File: src/rtl/mem_stage.sv
// Memory stage: turns ALU results into pass-through results or data-memory
// accesses, and hands one result per instruction to writeback.
module mem_stage #(
  parameter int DATA_W = 64,
  parameter int RD_W   = 5
) (
  input  logic              clk_i,
  input  logic              rst_ni,
  input  logic              valid_i,
  output logic              ready_o,
  input  logic [DATA_W-1:0] alu_res_i,
  input  logic [DATA_W-1:0] store_data_i,
  input  logic [1:0]        mem_op_i,
  input  logic [1:0]        mem_size_i,
  input  logic              mem_unsigned_i,
  input  logic [RD_W-1:0]   rd_i,
  input  logic              rd_we_i,
  output logic              dmem_req_o,
  output logic              dmem_we_o,
  output logic [DATA_W-1:0] dmem_addr_o,
  output logic [7:0]        dmem_be_o,
  output logic [DATA_W-1:0] dmem_wdata_o,
  input  logic              dmem_gnt_i,
  input  logic              dmem_rvalid_i,
  input  logic [DATA_W-1:0] dmem_rdata_i,
  output logic              wb_valid_o,
  input  logic              wb_ready_i,
  output logic [DATA_W-1:0] wb_data_o,
  output logic [RD_W-1:0]   wb_rd_o,
  output logic              wb_we_o,
  output logic              misaligned_o
);

  typedef enum logic [1:0] {
    IDLE,
    REQ,
    WAIT_RSP,
    OUT
  } state_t;

  typedef struct packed {
    logic [1:0]        op;
    logic [1:0]        size;
    logic              uns;
    logic [DATA_W-1:0] addr;
    logic [DATA_W-1:0] sdata;
    logic [RD_W-1:0]   rd;
    logic              we;
    logic              mis;
  } req_t;

  localparam logic [1:0] OP_LOAD  = 2'd1;
  localparam logic [1:0] OP_STORE = 2'd2;

  state_t state, state_nxt;
  req_t   req_q;
  logic [DATA_W-1:0] res_q;

  logic       accept;
  logic       in_mem;
  logic       in_mis;
  logic       in_we;
  logic [2:0] in_amask;
  state_t     in_next;

  logic [5:0]        sh;
  logic [7:0]        size_be;
  logic [DATA_W-1:0] rep;
  logic [DATA_W-1:0] ld_sh;
  logic [DATA_W-1:0] ld_ext;

  assign ready_o = (state == IDLE) ||
                   ((state == OUT) && wb_ready_i);
  assign accept  = valid_i && ready_o;

  always_comb begin
    in_amask = 3'b000;
    unique case (mem_size_i)
      2'd0: in_amask = 3'b000;
      2'd1: in_amask = 3'b001;
      2'd2: in_amask = 3'b011;
      2'd3: in_amask = 3'b111;
    endcase
  end

  assign in_mem = (mem_op_i == OP_LOAD) ||
                  (mem_op_i == OP_STORE);
  assign in_mis = in_mem &&
                  (|(alu_res_i[2:0] & in_amask));
  assign in_we  = rd_we_i &&
                  (mem_op_i != OP_STORE) && !in_mis;
  assign in_next = (in_mem && !in_mis) ? REQ : OUT;

  always_ff @(posedge clk_i or negedge rst_ni) begin
    if (!rst_ni) state <= IDLE;
    else         state <= state_nxt;
  end

  always_comb begin
    state_nxt = state;
    unique case (state)
      IDLE: begin
        if (valid_i) state_nxt = in_next;
      end
      REQ: begin
        if (dmem_gnt_i)
          state_nxt = (req_q.op == OP_STORE) ? OUT : WAIT_RSP;
      end
      WAIT_RSP: begin
        if (dmem_rvalid_i) state_nxt = OUT;
      end
      OUT: begin
        if (wb_ready_i)
          state_nxt = valid_i ? in_next : IDLE;
      end
    endcase
  end

  assign sh = {req_q.addr[2:0], 3'b000};

  always_comb begin
    size_be = 8'h00;
    rep     = '0;
    unique case (req_q.size)
      2'd0: begin
        size_be = 8'h01;
        rep     = {8{req_q.sdata[7:0]}};
      end
      2'd1: begin
        size_be = 8'h03;
        rep     = {4{req_q.sdata[15:0]}};
      end
      2'd2: begin
        size_be = 8'h0F;
        rep     = {2{req_q.sdata[31:0]}};
      end
      2'd3: begin
        size_be = 8'hFF;
        rep     = req_q.sdata;
      end
    endcase
  end

  // Lane data lands at bit 0 after the shift; truncate then extend.
  assign ld_sh = dmem_rdata_i >> sh;

  always_comb begin
    ld_ext = ld_sh;
    unique case (req_q.size)
      2'd0: ld_ext = req_q.uns ?
        {56'd0, ld_sh[7:0]} :
        {{56{ld_sh[7]}}, ld_sh[7:0]};
      2'd1: ld_ext = req_q.uns ?
        {48'd0, ld_sh[15:0]} :
        {{48{ld_sh[15]}}, ld_sh[15:0]};
      2'd2: ld_ext = req_q.uns ?
        {32'd0, ld_sh[31:0]} :
        {{32{ld_sh[31]}}, ld_sh[31:0]};
      2'd3: ld_ext = ld_sh;
    endcase
  end

  always_ff @(posedge clk_i or negedge rst_ni) begin
    if (!rst_ni) begin
      req_q <= '0;
      res_q <= '0;
    end else if (accept) begin
      req_q.op    <= mem_op_i;
      req_q.size  <= mem_size_i;
      req_q.uns   <= mem_unsigned_i;
      req_q.addr  <= alu_res_i;
      req_q.sdata <= store_data_i;
      req_q.rd    <= rd_i;
      req_q.we    <= in_we;
      req_q.mis   <= in_mis;
      res_q       <= alu_res_i;
    end else if ((state == WAIT_RSP) && dmem_rvalid_i) begin
      res_q <= ld_ext;
    end
  end

  always_comb begin
    dmem_req_o   = 1'b0;
    dmem_we_o    = 1'b0;
    dmem_addr_o  = '0;
    dmem_be_o    = 8'h00;
    dmem_wdata_o = '0;
    if (state == REQ) begin
      dmem_req_o   = 1'b1;
      dmem_we_o    = (req_q.op == OP_STORE);
      dmem_addr_o  = {req_q.addr[DATA_W-1:3], 3'b000};
      dmem_be_o    = size_be << req_q.addr[2:0];
      dmem_wdata_o = rep << sh;
    end
  end

  always_comb begin
    wb_valid_o   = 1'b0;
    wb_data_o    = '0;
    wb_rd_o      = '0;
    wb_we_o      = 1'b0;
    misaligned_o = 1'b0;
    if (state == OUT) begin
      wb_valid_o   = 1'b1;
      wb_data_o    = res_q;
      wb_rd_o      = req_q.rd;
      wb_we_o      = req_q.we;
      misaligned_o = req_q.mis;
    end
  end

endmodule

File: config.mk
export PLATFORM = sky130hd
export DESIGN_NAME = mem_stage
export DESIGN_NICKNAME = d
export VERILOG_FILES = /design/src/rtl/mem_stage.sv
export SDC_FILE = /design/constraint.sdc
export NUM_CORES = 1
export LEC_CHECK = 0
export BUFFER_PORTS_ARGS = -buffer_cell sky130_fd_sc_hd__buf_2
export CORE_AREA = 2 2 165 167
export DETAILED_ROUTE_END_ITERATION = 10
export DIE_AREA = 0 0 167 169
export GPL_TIMING_DRIVEN = 0
export PLACE_DENSITY_LB_ADDON = 0.12
export SETUP_SLACK_MARGIN = 0.3
export SYNTH_ARGS = -nofsm -noshare
export SYNTH_HDL_FRONTEND = slang
export SYNTH_SLANG_ARGS = --single-unit
File: constraint.sdc
create_clock -name clk_i -period 6.7 [get_ports clk_i]
set_input_delay 1.005 -clock clk_i [delete_from_list [all_inputs] [get_ports clk_i]]
set_output_delay 1.005 -clock clk_i [all_outputs]
set_load 0.01 [all_outputs]
# ---- After elaboration in Yosys (flattened, before gate mapping)
# Index checks and enable logic that the tools add are counted.
dict set report word_totals {
  reg_bits 206
  input_bits 209
  wordCells 74
}
dict set report op_classes {
  n_eq_ne 17
  n_shift 3
  mux 27
  n_bitwise 1
  n_reduce_logical 16
}
# cell n
set ops {}
lappend ops {{2-to-1 mux 64 bit} 8}
lappend ops {{one-hot mux 64 bit (4 select lines)} 2}
lappend ops {{left shift 64 x 6 -> 64 bit} 1}
lappend ops {{right shift 64 x 6 -> 64 bit} 1}
lappend ops {{one-hot mux 8 bit (4 select lines)} 1}
lappend ops {{equality test 2 bit (second input constant)} 8}
lappend ops {{2-to-1 mux 2 bit} 6}
lappend ops {{one-hot mux 3 bit (4 select lines)} 1}
lappend ops {{!= test 2 bit (second input constant)} 5}
lappend ops {{equality test 2 x 1 -> 1 bit (second input constant)} 4}
lappend ops {{2-to-1 mux 8 bit} 1}
lappend ops {{one-hot mux 2 bit (4 select lines)} 1}
lappend ops {{left shift 8 x 3 -> 8 bit} 1}
lappend ops {{logical AND 1 bit} 7}
lappend ops {{zero test 2 bit} 3}
lappend ops {{2-to-1 mux 1 bit} 6}
lappend ops {{2-to-1 mux 5 bit} 1}
lappend ops {{AND reduction 4 bit} 1}
lappend ops {{bitwise AND 3 bit} 1}
lappend ops {{OR reduction 3 bit} 1}
lappend ops {{logical OR 1 bit} 2}
lappend ops {{nonzero test 2 bit} 1}
lappend ops {{zero test 1 bit} 1}

# ---- Depth between registers and ports, before layout
# Gate-level depths: netlist (run 1).
dict set report logic_depth {
  depth_word 11
  ltp_mapped 9
  ltp_nobuf 6
}

# ---- Worst setup path after synthesis (run 1)
# OpenSTA, ideal clock, no wires.
dict set report synth_timing {
  kind {register to output}
  start {register req_q[71] (netlist name)}
  end {output dmem_be_o[5]}
  arrival_ns 1.973
  setup_slack_ns 3.722
  path_stages_with_launch 8
  cell_sequence {dfrtp_1 buf_4 buf_2 buf_2 buf_2 buf_4 nor2_1 a2111oi_0}
}
dict set report synth_via {
  elab_chain_len 2
}
# item line
set synth_lines {}
lappend synth_lines {{start, declared} 56} ;# req_t req_q;
lappend synth_lines {{left shift 8 x 3 -> 8 bit} 192} ;# dmem_be_o = size_be << req_q.addr[2:0];
lappend synth_lines {{2-to-1 mux 8 bit} 188} ;# if (state == REQ) begin
lappend synth_lines {{end, declared} 21} ;# output logic [7:0] dmem_be_o,
# No other way between the ends.

# ---- Worst setup path after layout (run 1)
dict set report layout_timing {
  start {register req_q[71] (netlist name)}
  end {output dmem_be_o[4]}
}
# The elaborated chain is that of the path after synthesis.

==> results_dict.tcl, run 1 <==
set metrics [dict create \
    ir_drop_mv 0.330 \
    grt-ovfl-total 0 \
    dr.pass1.iters 6 \
    slew_headroom_pct 15.6 \
    yosys.cell_types.count 62 \
    synth_area_leaders "dfrtp_1 37%, nand2_1 13%, mux2i_1 5.9%" \
    vias 16700 \
    rsz0062_at_grt "no" \
    avgSynthCellArea_um2 7.95 \
    cts_tree "yes" \
    synth_compound_area_share_pct 15.7 \
    synth_edf_count 0 \
    numCtsBuffers 22 \
    area_growth_pct 23.2 \
    cts_htree_levels 1 \
    p_leak_nw 9.21 \
    dpl.cell_count 2522 \
    finalSetupViolations 0 \
    gp_congestion 1.01 \
    synthArstFlopShare_pct 100 \
    wirelength_um 69100 \
    ys_seq_elements 206 \
    clkSinkCount 206 \
    synth_fa_ha_area_share_pct 0.0893 \
    ys.warnings.count 0 \
    stdcell_area_um2 17300 \
    cap_violations 0 \
    portBuffers 416 \
    slew_viol_final 0 \
    crit_fanout 10 \
    hold_path.class "in2async" \
    crit_path_start_kind "register" \
    grt_max_degree 122 \
    fin_cells 2565 \
    seq_area_frac_synth_pct 36.8 \
    synthMuxAreaShare_pct 12.0 \
    postCtsSetupBuffers 0 \
    fp.dieH_um 169 \
    fin_crit_sh_pct 73.2 \
    drive_gt1_share_pct 25.9 \
    placed_area_um2 16600 \
    io_pins 420 \
    synthSimpleGateAreaFrac_pct 29.8 \
    cts.clk_slew.worst_paths_ns 0.07 \
    worstMarginPinSlew_ns 1.26 \
    first_global_vias 16200 \
    grt_pass1_wl_um 100000 \
    root_buffer "clkbuf_16" \
    start_util_pct 52.9 \
    synth_top_family_by_area "simple AND/OR/NAND/NOR gates" \
    cts_hold_buffers 0 \
    power_density_nw_per_um2 556 \
    hold_violations 0 \
    via_per_inst 6.53 \
    insertion_delay_ns 0.53 \
    dp_hpwl_um 52100 \
    status "finished, final reports clean" \
    grt_usage_pct 47.0 \
    antenna_found_initial 8 \
    critPathRequiredTime_ns 5.69 \
    hold_ws_ns 0.455 \
    ant_nets 0 \
    clock-skew-final_ns 0.0123 \
    min_period_ns 4.91 \
    syn_area_um2 14000 \
    drc 0 \
    core-area_um2 26500 \
    critical_path_class "reg2out" \
    ys.flop_type "dfrtp_1" \
    die_w_um 167 \
    fmaxAchievable_ghz 0.204 \
    netlist_instances 1762 \
    yosys.area.top_type "dfrtp_1" \
    fp-row-count 60 \
    yosys.cell_count.top_type "nand2_1" \
    clockBufferDepth 3 \
    synthXorXnorAreaFrac_pct 0 \
    end_kind "output port" \
    cts-resized-gates 0 \
    synth_common_cells "485 x nand2_1, 206 x dfrtp_1, 128 x nor2_1" \
    wl_per_cell_um 26.9 \
    drt-initial-drc-count 2480 \
    dieArea_um2 28200 \
    nNetsFinal 2415 \
    netlist.area_leader.share_pct 36.8 \
    setup_tns_ns 0 \
    cp.arrival_ns 3.90 \
]
-- layer usage --
metal | up-vias | part of all wire, % | track usage (%)
met3 | 382 | 11 | 8.86
li1 | 6991 | - | -
met5 | - | 0 | 0
met1 | 7866 | 35 | 56.9
met4 | 0 | 9.3 | 35.1
met2 | 1506 | 45 | 75.1
-- kinds of logic (layout without fill, tap and decap cells) --
| group | Yosys count | in the layout |
|---|---|---|
| buffers and inverters | 171 | 623 |
| AO/OA/AOI/OAI | 327 | 327 |
| other | 1 | 11 |
| adder cells (fa/ha/maj) | 1 | 1 |
| AND/OR/NAND/NOR | 908 | 908 |
| multiplexers | 148 | 148 |
| flip-flops | 206 | 206 |
-- power by group --
group | total [mW] | internal [mW] | switching [mW]
sequential | 2.38 | 1.86 | 0.522
clock | 1.19 | 0.664 | 0.523
combinational | 6.02 | 2.10 | 3.93
total | 9.59 | 4.62 | 4.97
-- placed cells by master (no fill, tap or decap), types with 10 or more instances in the layout --
cell       netlist  layout
clkbuf_1       105     110
nand4b_1        25      25
mux2_2          53      53
mux4_2          11      11
buf_2           35     450
a21oi_1         88      88
dfrtp_1        206     206
nand3_1         21      21
a21o_1          28      28
clkbuf_16        0      23
mux2i_1         83      83
nor2_1         128     128
nand2_1        485     485
a31oi_1         10      10
a211oi_1        26      26
nand2b_1        24      24
nor3_1          31      31
and2_1          76      76
a22o_1          11      11
o21ai_0         72      72
and3_1          88      88
-- critical path: stages, from the launching register on --
cell,delay [ns]
dfrtp_1,0.38
buf_4,0.18
buf_2,0.23
inv_2,0.27
buf_1,0.82
clkbuf_1,0.66
o21bai_1,0.16
a21oi_1,0.41
nor2_1,0.09
buf_2,0.17
-- final timing paths --
path | startpoint | end | slack [ns] | cells past startpoint
hold reg to reg | req_q[110]$_DFFE_PN0P_ | req_q[110]$_DFFE_PN0P_ | 0.47 | 2
min in group clk_i | req_q[110]$_DFFE_PN0P_ | req_q[110]$_DFFE_PN0P_ | 0.47 | 2
max in group asynchronous | rst_ni | req_q[9]$_DFFE_PN0P_ | 5.16 | 2
hold / removal | rst_ni | req_q[92]$_DFFE_PN0P_ | 0.45 | 1
setup reg to reg | state[0]$_DFFE_PN0P_ | res_q[5]$_DFFE_PN0P_ | 3.16 | 8
setup / recovery | req_q[71]$_DFFE_PN0P_ | dmem_be_o[4] | 1.79 | 9
-- sequential cells by signal, indices dropped and copies added (netlist names) --
register and count:
req_q 140, state 2, res_q 64
-- layout make-up --
type	count	area [um^2]
sequential	206	5150
inverter	7	26.3
timing repair buffer	417	2120
buffer	164	742
clock inverter	3	15.0
tap	341	427
clock buffer	32	649
multi-input combinational	1387	8100
fill	2221	9250
antenna	8	20.0
-- through the flow --
stage	total power [mW]	setup slack [ns]	utilization, %
floorplan	5.82	3.72	-
global placement	7.99	1.23	62.3
detailed placement	8.08	2.56	62.5
CTS	9.30	2.01	65.0
global route	9.93	1.91	65.1
finish	9.59	1.79	65.1
(Power assumes the default switching activity.)
==> run 2: changes to the inputs <==
Settings changed: ABC_AREA set to 1, CORE_AREA 2 2 165 167 to 2 2 166 168, DIE_AREA 0 0 167 169 to 0 0 168 170.
Clock period 6.7 ns to 4.6 ns, I/O delays scaled along.
==> results_dict.tcl, run 2 <==
set metrics [dict create \
    r2r-start "state[0]$_DFFE_PN0P_" \
    dp_hpwl_um 52700 \
    status "finished, final reports clean" \
    die_w_um 168 \
    wirelength_um 68500 \
    fp.dieH_um 170 \
    slowest_delay_ns 0.62 \
    clkSinkCount 206 \
    start_util_pct 52.7 \
    synth_edf_count 0 \
    nNetsFinal 2921 \
    netlist_instances 2267 \
    root_buffer "clkbuf_16" \
    comb_power_share_pct 64.8 \
    core-area_um2 26700 \
    crit_chain "inv_1 > nor2_2 > inv_1 > nor2_1 > inv_2 > clkbuf_1 > nor2_1 > buf_2" \
    yosys.area.top_type "dfrtp_1" \
    sw_frac_of_total_pct 55.2 \
    postCtsSetupBuffers 0 \
    clock-skew-final_ns 0.0151 \
    largest_reg_flops 140 \
    ir_drop_mv 0.451 \
    p_clk_share_pct 13.3 \
    gp_congestion 1.12 \
    synthMuxAreaShare_pct 0.0712 \
    stdcell_area_um2 17400 \
    power_density_nw_per_um2 852 \
    synthSimpleGateAreaFrac_pct 35.0 \
    cts_tree "yes" \
    insertion_delay_ns 0.53 \
    yosys.cell_count.top_type "nand2_1" \
    cts.clk_slew.worst_paths_ns 0.06 \
    hold_path.class "in2async" \
    wl_per_cell_um 22.3 \
    yosys.cell_types.count 38 \
    ys_seq_elements 206 \
    synth_common_cells "734 x nand2_1, 293 x nor2_1, 242 x o21ai_0" \
    grt-ovfl-total 0 \
    drc 0 \
    ys.flop_type "dfrtp_1" \
    ys.warnings.count 0 \
    vias 18300 \
    finalSetupViolations 0 \
    synth_top_family_by_area "simple AND/OR/NAND/NOR gates" \
    drt-initial-drc-count 2595 \
    layout_setup_ws_ns 0.426 \
    avgSynthCellArea_um2 6.20 \
    synth_area_leaders "dfrtp_1 37%, nand2_1 20%, o21ai_0 8.6%" \
    crit_path_start_kind "register" \
    worstMarginPinSlew_ns 1.16 \
    setup_tns_ns 0 \
    grt_max_degree 112 \
    p_leak_nw 9.80 \
    drive_gt1_share_pct 20.4 \
    critical_path_class "reg2out" \
    syn_area_um2 14100 \
    utilization_pct 65.3 \
    synth_fa_ha_area_share_pct 0.0890 \
    clockBufferDepth 3 \
    netlist.area_leader.share_pct 36.7 \
    hold_ws_ns 0.112 \
    placed_area_um2 16600 \
    met3_length_um 8850 \
    dr.pass1.iters 9 \
    cts_htree_levels 1 \
    worstSetupStartpoint "state[0]$_DFFE_PN0P_" \
    rrSetupSlack_ns 1.54 \
    fp-row-count 60 \
    area_growth_pct 23.8 \
    synthArstFlopShare_pct 100 \
    p_switching_mw 8.18 \
    antenna_found_initial 5 \
    end_kind "output port" \
    hold_violations 0 \
    slew_headroom_pct 22.6 \
    r2r_cells 8 \
    worstReg2RegEnd "req_q[120]$_DFFE_PN0P_" \
    internal-power_mw 6.64 \
    dieArea_um2 28600 \
    rsz0062_at_grt "no" \
    slew_viol_final 0 \
    top_register "req_q" \
    numCtsBuffers 23 \
    fmaxAchievable_ghz 0.240 \
    cap_violations 0 \
    via_per_inst 5.95 \
    p_seq_share_pct 22.0 \
    grt_usage_pct 46.3 \
    mostFrequentLayoutCells "734 x nand2_1, 473 x buf_2, 293 x nor2_1" \
    io_pins 420 \
    synthXorXnorAreaFrac_pct 0 \
    highest_layer "met4" \
    grt_pass1_wl_um 100000 \
    portBuffers 416 \
    reg.largest.list "req_q x140, res_q x64, state x2" \
    first_global_vias 17100 \
    critPathRequiredTime_ns 3.91 \
    cts_hold_buffers 0 \
    met2WireLength_um 29900 \
    fin_crit_sh_pct 90.7 \
    seq_area_frac_synth_pct 36.7 \
    min_period_ns 4.17 \
    ant_nets 0 \
    crit_fanout 10 \
    place_ws_ns 1.28 \
    cp.arrival_ns 3.48 \
    slowest_stage "nor2_1" \
    met1_length_um 25300 \
    synth_compound_area_share_pct 16.0 \
    final_common_cell "nand2_1" \
    cts-resized-gates 0 \
]
[run 2: changes by cell type in the layout (fill, tap and decap cells not counted), sizes merged, moves of 30 or more]
cell,change
nand2,+248
inv,+243
o21ai,+175
nor2,+168
nand3,+117
and3,-88
mux2i,-82
and2,-76
mux2,-54
buf,+33
clkbuf,-33
nand4,+30
nor3,-30
[run 2: worst max path at each step]
stage / to / slack [ns] / cells after the start
after detailed placement: dmem_be_o[2] / 1.28 / 8
final: dmem_be_o[2] / 0.43 / 8
after floorplan: dmem_wdata_o[47] / 2.27 / 9
after global placement: req_q[136]$_DFFE_PN0P_ / -0.48 / 1
after global routing: dmem_be_o[5] / 0.42 / 7
after CTS: dmem_be_o[2] / 0.71 / 8
[run 2: critical path: cells and delay by family (launching register included)]
family / cells / cell delay (ns)
buffers and inverters: 5 / 0.97
DFF: 1 / 0.38
and+or+nand+nor: 3 / 1.60
[run 2: cell type report]
type                    instances  area (um^2)
well taps                     341          427
multi-input cells            1648         7200
plain buffers                 165          767
clock buffers                  31          656
diodes                          3         7.51
clock inverters                10          134
repair buffers                417         2120
fillers                      2350         9250
inverters                     250          938
flip-flops and latches        206         5150
[run 2: metrics by stage]
stage / power (mW) / instances
after global routing: 15.6 / 3071
final: 14.8 / 3071
after floorplan: 8.77 / 2269
after global placement: 12.2 / 3026
after CTS: 14.3 / 3068
after detailed placement: 12.3 / 3027
[run 2: logic make-up after synthesis]
group,Yosys count
AND/OR/NAND/NOR,1222
AO/OA/AOI/OAI,421
buffers and inverters,415
flip-flops,206
multiplexers,1
adder cells (fa/ha/maj),1
other,1
[run 2: power groups by stage]
stage / combinational, mW / clock [mW] / sequential (mW)
2_1_floorplan: 5.73 / 0 / 3.04
3_3_place_gp: 8.97 / 0 / 3.19
3_5_place_dp: 9.07 / 0 / 3.24
4_1_cts: 9.17 / 1.96 / 3.21
5_1_grt: 10.2 / 2.02 / 3.31
6_report: 9.60 / 1.97 / 3.25
[run 2: metal layers]
layer | GRT usage (%) | vias up
li1 | - | 8027
met1 | 59.2 | 8457
met2 | 73.2 | 1496
met3 | 10.7 | 285
met4 | 25.0 | 0
met5 | 0 | -
